===== src/rtl/seq_det_ctrl.sv =====
// seq_det_ctrl: configurable serial pattern detector with a match counter.
// A configuration (pattern, length, target) is accepted in IDLE; in RUN every
// qualified serial bit is shifted into a history window and compared against
// the low 'len' bits of the pattern. Overlapping matches count. A non-zero
// target ends the run through a one-cycle DONE state.
module seq_det_ctrl #(
  parameter int CNT_W = 8
) (
  input  logic             clk,
  input  logic             rst,
  input  logic             cfg_valid,
  output logic             cfg_ready,
  input  logic [7:0]       cfg_pattern,
  input  logic [3:0]       cfg_len,
  input  logic [CNT_W-1:0] cfg_target,
  input  logic             din_valid,
  input  logic             din,
  input  logic             abort,
  output logic             match,
  output logic [CNT_W-1:0] match_count,
  output logic             busy,
  output logic             done,
  output logic             err
);

  typedef enum logic [1:0] {
    S_IDLE = 2'd0,
    S_RUN  = 2'd1,
    S_DONE = 2'd2
  } state_e;

  localparam logic [CNT_W-1:0] CNT_MAX = {CNT_W{1'b1}};

  state_e           state_q, state_d;
  logic [7:0]       pat_q, pat_d;
  logic [3:0]       len_q, len_d;
  logic [CNT_W-1:0] target_q, target_d;
  // Only the seven most recent bits are stored: together with the incoming
  // din they form the full 8-bit post-shift window; the bit that would sit
  // above them is shifted out before it can ever be compared.
  logic [6:0]       hist_q, hist_d;
  logic [3:0]       fill_q, fill_d;
  logic [CNT_W-1:0] count_q, count_d;
  logic             match_q, match_d;
  logic             err_q, err_d;

  logic [7:0]       hist_shift;
  logic [7:0]       len_mask;
  logic [3:0]       fill_inc;
  logic [CNT_W-1:0] count_inc;
  logic             cfg_legal;
  logic             bit_hit;

  // Datapath helpers: post-shift window, saturating fill and the match test.
  always_comb begin
    cfg_legal  = (cfg_len != 4'd0) && (cfg_len <= 4'd8);
    hist_shift = {hist_q, din};
    fill_inc   = (fill_q == 4'd8) ? 4'd8 : fill_q + 4'd1;
    len_mask   = 8'hFF >> (4'd8 - len_q);
    bit_hit    = (fill_inc >= len_q) && (((hist_shift ^ pat_q) & len_mask) == 8'h00);
    count_inc  = (count_q == CNT_MAX) ? CNT_MAX : count_q + 1'b1;
  end

  // Next-state and register-update decisions for the controller FSM.
  always_comb begin
    state_d  = state_q;
    pat_d    = pat_q;
    len_d    = len_q;
    target_d = target_q;
    hist_d   = hist_q;
    fill_d   = fill_q;
    count_d  = count_q;
    match_d  = 1'b0;
    err_d    = err_q;
    unique case (state_q)
      S_IDLE: begin
        if (cfg_valid) begin
          if (cfg_legal) begin
            pat_d    = cfg_pattern;
            len_d    = cfg_len;
            target_d = cfg_target;
            hist_d   = 7'd0;
            fill_d   = 4'd0;
            count_d  = '0;
            err_d    = 1'b0;
            state_d  = S_RUN;
          end else begin
            err_d = 1'b1;
          end
        end
      end
      S_RUN: begin
        // Abort wins over a qualifying bit arriving in the same cycle.
        if (abort) begin
          state_d = S_IDLE;
        end else if (din_valid) begin
          hist_d = hist_shift[6:0];
          fill_d = fill_inc;
          if (bit_hit) begin
            match_d = 1'b1;
            count_d = count_inc;
            if ((target_q != '0) && (count_inc == target_q)) begin
              state_d = S_DONE;
            end
          end
        end
      end
      S_DONE: begin
        state_d = S_IDLE;
      end
      default: begin
        state_d = S_IDLE;
      end
    endcase
  end

  // State register; reset overrides every other input.
  always_ff @(posedge clk) begin
    if (rst) begin
      state_q  <= S_IDLE;
      pat_q    <= 8'd0;
      len_q    <= 4'd0;
      target_q <= '0;
      hist_q   <= 7'd0;
      fill_q   <= 4'd0;
      count_q  <= '0;
      match_q  <= 1'b0;
      err_q    <= 1'b0;
    end else begin
      state_q  <= state_d;
      pat_q    <= pat_d;
      len_q    <= len_d;
      target_q <= target_d;
      hist_q   <= hist_d;
      fill_q   <= fill_d;
      count_q  <= count_d;
      match_q  <= match_d;
      err_q    <= err_d;
    end
  end

  assign cfg_ready   = (state_q == S_IDLE);
  assign busy        = (state_q != S_IDLE);
  assign done        = (state_q == S_DONE);
  assign match       = match_q;
  assign match_count = count_q;
  assign err         = err_q;

endmodule


===== config.mk =====
export PLATFORM = sky130hd
export DESIGN_NAME = seq_det_ctrl
export DESIGN_NICKNAME = d
export VERILOG_FILES = /design/src/rtl/seq_det_ctrl.sv
export SDC_FILE = /design/constraint.sdc
export NUM_CORES = 1
export LEC_CHECK = 0
export CELL_PAD_IN_SITES_DETAIL_PLACEMENT = 1
export CELL_PAD_IN_SITES_GLOBAL_PLACEMENT = 2
export CORE_ASPECT_RATIO = 1.75
export CORE_MARGIN = 1
export CORE_UTILIZATION = 34
export CTS_CLUSTER_DIAMETER = 80
export DETAILED_ROUTE_END_ITERATION = 16
export GPL_TIMING_DRIVEN = 0
export PLACE_DENSITY = 0.83
export SYNTH_ARGS = -nofsm -noshare
export SYNTH_HDL_FRONTEND = slang
export SYNTH_SLANG_ARGS = --single-unit

===== constraint.sdc =====
create_clock -name clk -period 5.75 [get_ports clk]
set_clock_uncertainty 0.15 [all_clocks]
set_input_delay 1.15 -clock clk [delete_from_list [all_inputs] [get_ports clk]]
set_output_delay 1.15 -clock clk [all_outputs]
set_load 0.005 [all_outputs]

### Word-level counts from Yosys, hierarchy flattened

Cells that the tools add are included.
Widths: inputs -> output; s select.

* register bits: 43
* logic and storage cells: 74
* output and inout bits: 13

* mux-type cells: 27
* add/subtract/negate cells: 3
* shifts and indexed selects: 1
* $lt $le $gt $ge: 2
* reductions and logical operators: 15
* bitwise logic cells: 4
* equal/unequal tests: 13

Operators by type and width (count)
* $mux 8: 6
* $mux 7: 4
* $mux 4: 5
* $pmux 8 s2: 1
* $pmux 7 s2: 1
* $mux 2: 6
* $reduce_and 5->1: 2
* $ne 3x3->1 const B: 3
* $add 8x1->8 const B: 1
* $and 8x8->8: 1
* $eq 8x8->1: 1
* $eq 8x8->1 const B: 1
* $logic_not 8->1: 1
* $ne 2x2->1 const B: 4
* $pmux 4 s2: 1
* $reduce_bool 8->1: 1
* $shr 8x4->8 const A: 1
* $xor 8x8->8: 1
* $reduce_and 6->1: 1
* $add 4x1->4 const B: 1
* $eq 4x4->1 const B: 1
* $ge 4x4->1: 1
* $le 4x4->1 const B: 1
* $pmux 2 s2: 1
* other kinds (13): 18

### Logic depth before layout (Yosys ltp)

* depth after elaboration: 9
* depth in mapped cells: 12
* gate-level depth less buffers: 11

### Worst setup path after synthesis

No wires, ideal clock.

* path type: input port to flip-flop
* start: input port cfg_len[3]
* end: register state_q[0]
* arrival: 2.485 ns
* setup slack: 2.995 ns
* required time: 5.480 ns
* cell stages on the path: 6
* path through: or4_1 -> nand4b_1 -> a21o_1 -> nor2_1 -> clkbuf_8 -> o31a_1

* longest elaborated chain between the ends: 4

Ends and longest elaborated chain
* start: declaration: RTL line 14 `input logic [3:0] cfg_len,`
* $le 4x4->1 or $reduce_bool 4->1 (tied branches): RTL line 56 `cfg_legal = (cfg_len != 4'd0) && (cfg_len <= 4'd8);`
* $logic_and 1x1->1 *: RTL line 56
* $ne 2x1->1 (no line) *
* $reduce_and 5->1 (no line) *
* end signal: assignment: RTL line 130 `state_q <= state_d;`
* end: declaration: RTL line 34 `state_e state_q, state_d;`

Mark *: on every way between the ends. The rest lies on a longest branch, timed or not.
A chain may end at the register's enable or synchronous reset.

### Worst setup path in the final report

* start: input port cfg_len[1]
* end: register target_q[5]

* longest elaborated chain between the ends: 3

Ends and longest elaborated chain
* $le 4x4->1 or $reduce_bool 4->1 (tied branches): RTL line 56
* $logic_and 1x1->1 *: RTL line 56
* $reduce_and 3->1 (no line) *
* end signal: assignment: RTL line 133 `target_q <= target_d;`
* end: declaration: RTL line 37 `logic [CNT_W-1:0] target_q, target_d;`

Marked as above.

==> reports/qor.yml <==
io_buffers: 38
num_antenna_cells: 0
timing.hold.ws_ps: 317
initial_core_util_pct: 35.6
core-area_um2: 6910
rsz0062_at_grt: "false"
htree_levels: 2
worst-path-max-fanout: 10
grtUsageMet1_pct: 22.0
synth_area_per_cell_um2: 8.15
p_leak_uw: 0.00108
routed_wirelength_um: 7280
synth_top_cell_by_area: "dfxtp_1"
cts_hold_buf: 0
cp-start-kind: "primary input"
arrival_ps: 3460
ys_types: 53
ys_seq_area_share_pct: 35.0
fin_crit_ps: 3470
die_area_um2: 7600
cts_resized: 0
p_sw_uw: 209
wl_per_cell_um: 16.9
final_cell_mix: "nand2_1, dfxtp_1, clkdlybuf4s50_1, a21oi_1, nand3_1"
pwr-share-comb_pct: 19.0
crit_chain: "clkdlybuf4s50_1 > o31ai_1 > nand4b_1 > a21oi_1 > nand2_1 > buf_2 > nand2_1 > a21oi_1"
hold_viol: 0
switching_share_pct: 27.8
dr.pass1.iters: 4
drive_gt1_share_pct: 6.92
ir_worst_vdd_uv: 136
antenna_left: 0
status: "completed"
cts_root_buf: "clkbuf_16"
critPathKind: "in -> reg"
die_h_um: 115
postCtsSetupBuffers: 0
grt-ovfl-total: 0
relSlewSlack_pct: 47.6
setup_viol: 0
cap_violations: 0
synth_fp_nets: 338
grt_pass1_wl_um: 11800
clock.fmax_mhz: 288
synth_edf_count: 0
required_ps: 5740
yosys_warnings: 0
async_reset_ff_share_pct: 0
worst_pin_slew_ps: 786
crit_path_top_delay_cell: "a21oi_1"
antenna_found_initial: 0
detail_route.vias_per_cell: 5.45
clkPwrFrac_pct: 37.7
via_count: 2349
drtIter0Drc: 67
syn_area_um2: 2460
gp_congestion: 0.827
die_w_um: 66.3
grt_max_degree: 13
numCtsBuffers: 5
synth_cells: 302
gr-usage-all-layers_pct: 20.9
synth_ff_type: "dfxtp_1"
hpwl_um: 5760
synth_area_leaders: "dfxtp_1, nand2_1, a21oi_1, ha_1, xnor2_1"
maxSlewViolCount: 0
grt_pass1_vias: 2327
use_met2_pct: 39.9
ys_ff_latch: 43
holdCritPathClass: "reg -> reg"
stdcell_area_um2: 3090
internal_power_uw: 542
cts_tree: "built"
layout.core_utilization_pct: 44.7
fin_nets: 383
post_dp_cell_area_um2: 2950
grt-busiest-layer: "met2"
pwr_density_cell_nw_per_um2: 243
cts.path.max_buffers: 2
finalCritPeriodShare_pct: 60.3
seq_power_share_pct: 43.2
setup-tns-final_ps: 0
ios: 39
clk_latency_ps: 280
syn_to_final_growth_pct: 25.6
cts.reportedPaths.clkPinSlew_ps: 60
placementRows: 40
power.total_uw: 751
cts_num_sinks: 43
grt_use_met3_pct: 2.99
final_common_cell: "nand2_1"
yosysTopAreaCellShare_pct: 35.0
cpPeakStageDelay_ps: 680
drc: 0
critPathCaptureType: "register"
cells in the mapped netlist, types with 2 or more instances:
library cell   n
nor3_1         6
or3_1          3
nand2b_1       6
o32ai_1        2
a311oi_1       3
inv_1         12
xnor2_1       13
dfxtp_1       43
o21ai_0       12
o211ai_1       3
nor2_1         9
nand3b_1       4
clkbuf_8       3
a21oi_1       37
and3_1         4
o21bai_1       3
or4_1          3
buf_2          4
a21o_1         3
ha_1          10
nor2b_1        2
nand3_1       18
clkbuf_1       6
nand4_1        3
a31oi_1        4
nor4_1         2
nand2_1       53
a211oi_1       3
xor2_1         4
final timing paths:
kind / start / end / slack, ps / depth (start not counted)
max: cfg_len[1] / target_q[5] / 2280 / 8
min reg2reg: target_q[3] / target_q[3] / 320 / 2
max reg2reg: match_count[0] / state_q[0] / 2790 / 7
min: target_q[3] / target_q[3] / 320 / 2
cells by family (layout without fill, tap and decap cells):
group	Yosys count	after routing	share of synthesized area, %
simple gates	122	122	25.0
compound gates	80	80	20.7
flops	43	43	35.0
buf+inv	28	73	6.61
xor+xnor	18	18	7.17
fa+ha+maj	10	10	5.08
mux	1	1	0.407
stage by stage:
step | worst slack, ps | cells
6_report | 2280 | 431
5_1_grt | 2100 | 431
3_5_place_dp | 1980 | 424
4_1_cts | 2250 | 431
2_1_floorplan | 2990 | 302
3_3_place_gp | 1960 | 424
worst max-delay path: cells and delay by family:
| kind | cells | cell delay (ps) |
|---|---|---|
| buffers and inverters | 2 | 750 |
| AOI/OAI and AO/OA | 3 | 1000 |
| and+or+nand+nor | 3 | 560 |
power by group through the flow:
stage	clock (uW)	combinational, uW	sequential, uW
after floorplan	0	85.8	327
after global placement	0	142	331
after detailed placement	0	144	332
after CTS	291	145	325
after global routing	303	158	326
final	283	143	325
flip-flops by register name, indices dropped and copies added, names as in the netlist:
signal / count
hist_q: 7
state_q: 2
match: 1
pat_q: 8
match_count: 8
len_q: 4
err: 1
fill_q: 4
target_q: 8
routing by layer:
layer / wire [um] / vias up
li1: - / 1158
met1: 2780 / 1145
met2: 4210 / 34
met3: 125 / 12
met4: 163 / 0
met5: 0 / -
layout make-up:
cell class              count  area [um2]
clock buffers               6         139
fillers                   864        3820
inverters                  12        45.0
multi-input cells         231        1440
flip-flops and latches     43         861
repair buffers             38         380
plain buffers              16         118
well taps                  84         105
clock inverters             1        5.00
No activity file was read; power rests on OpenSTA's default activity.
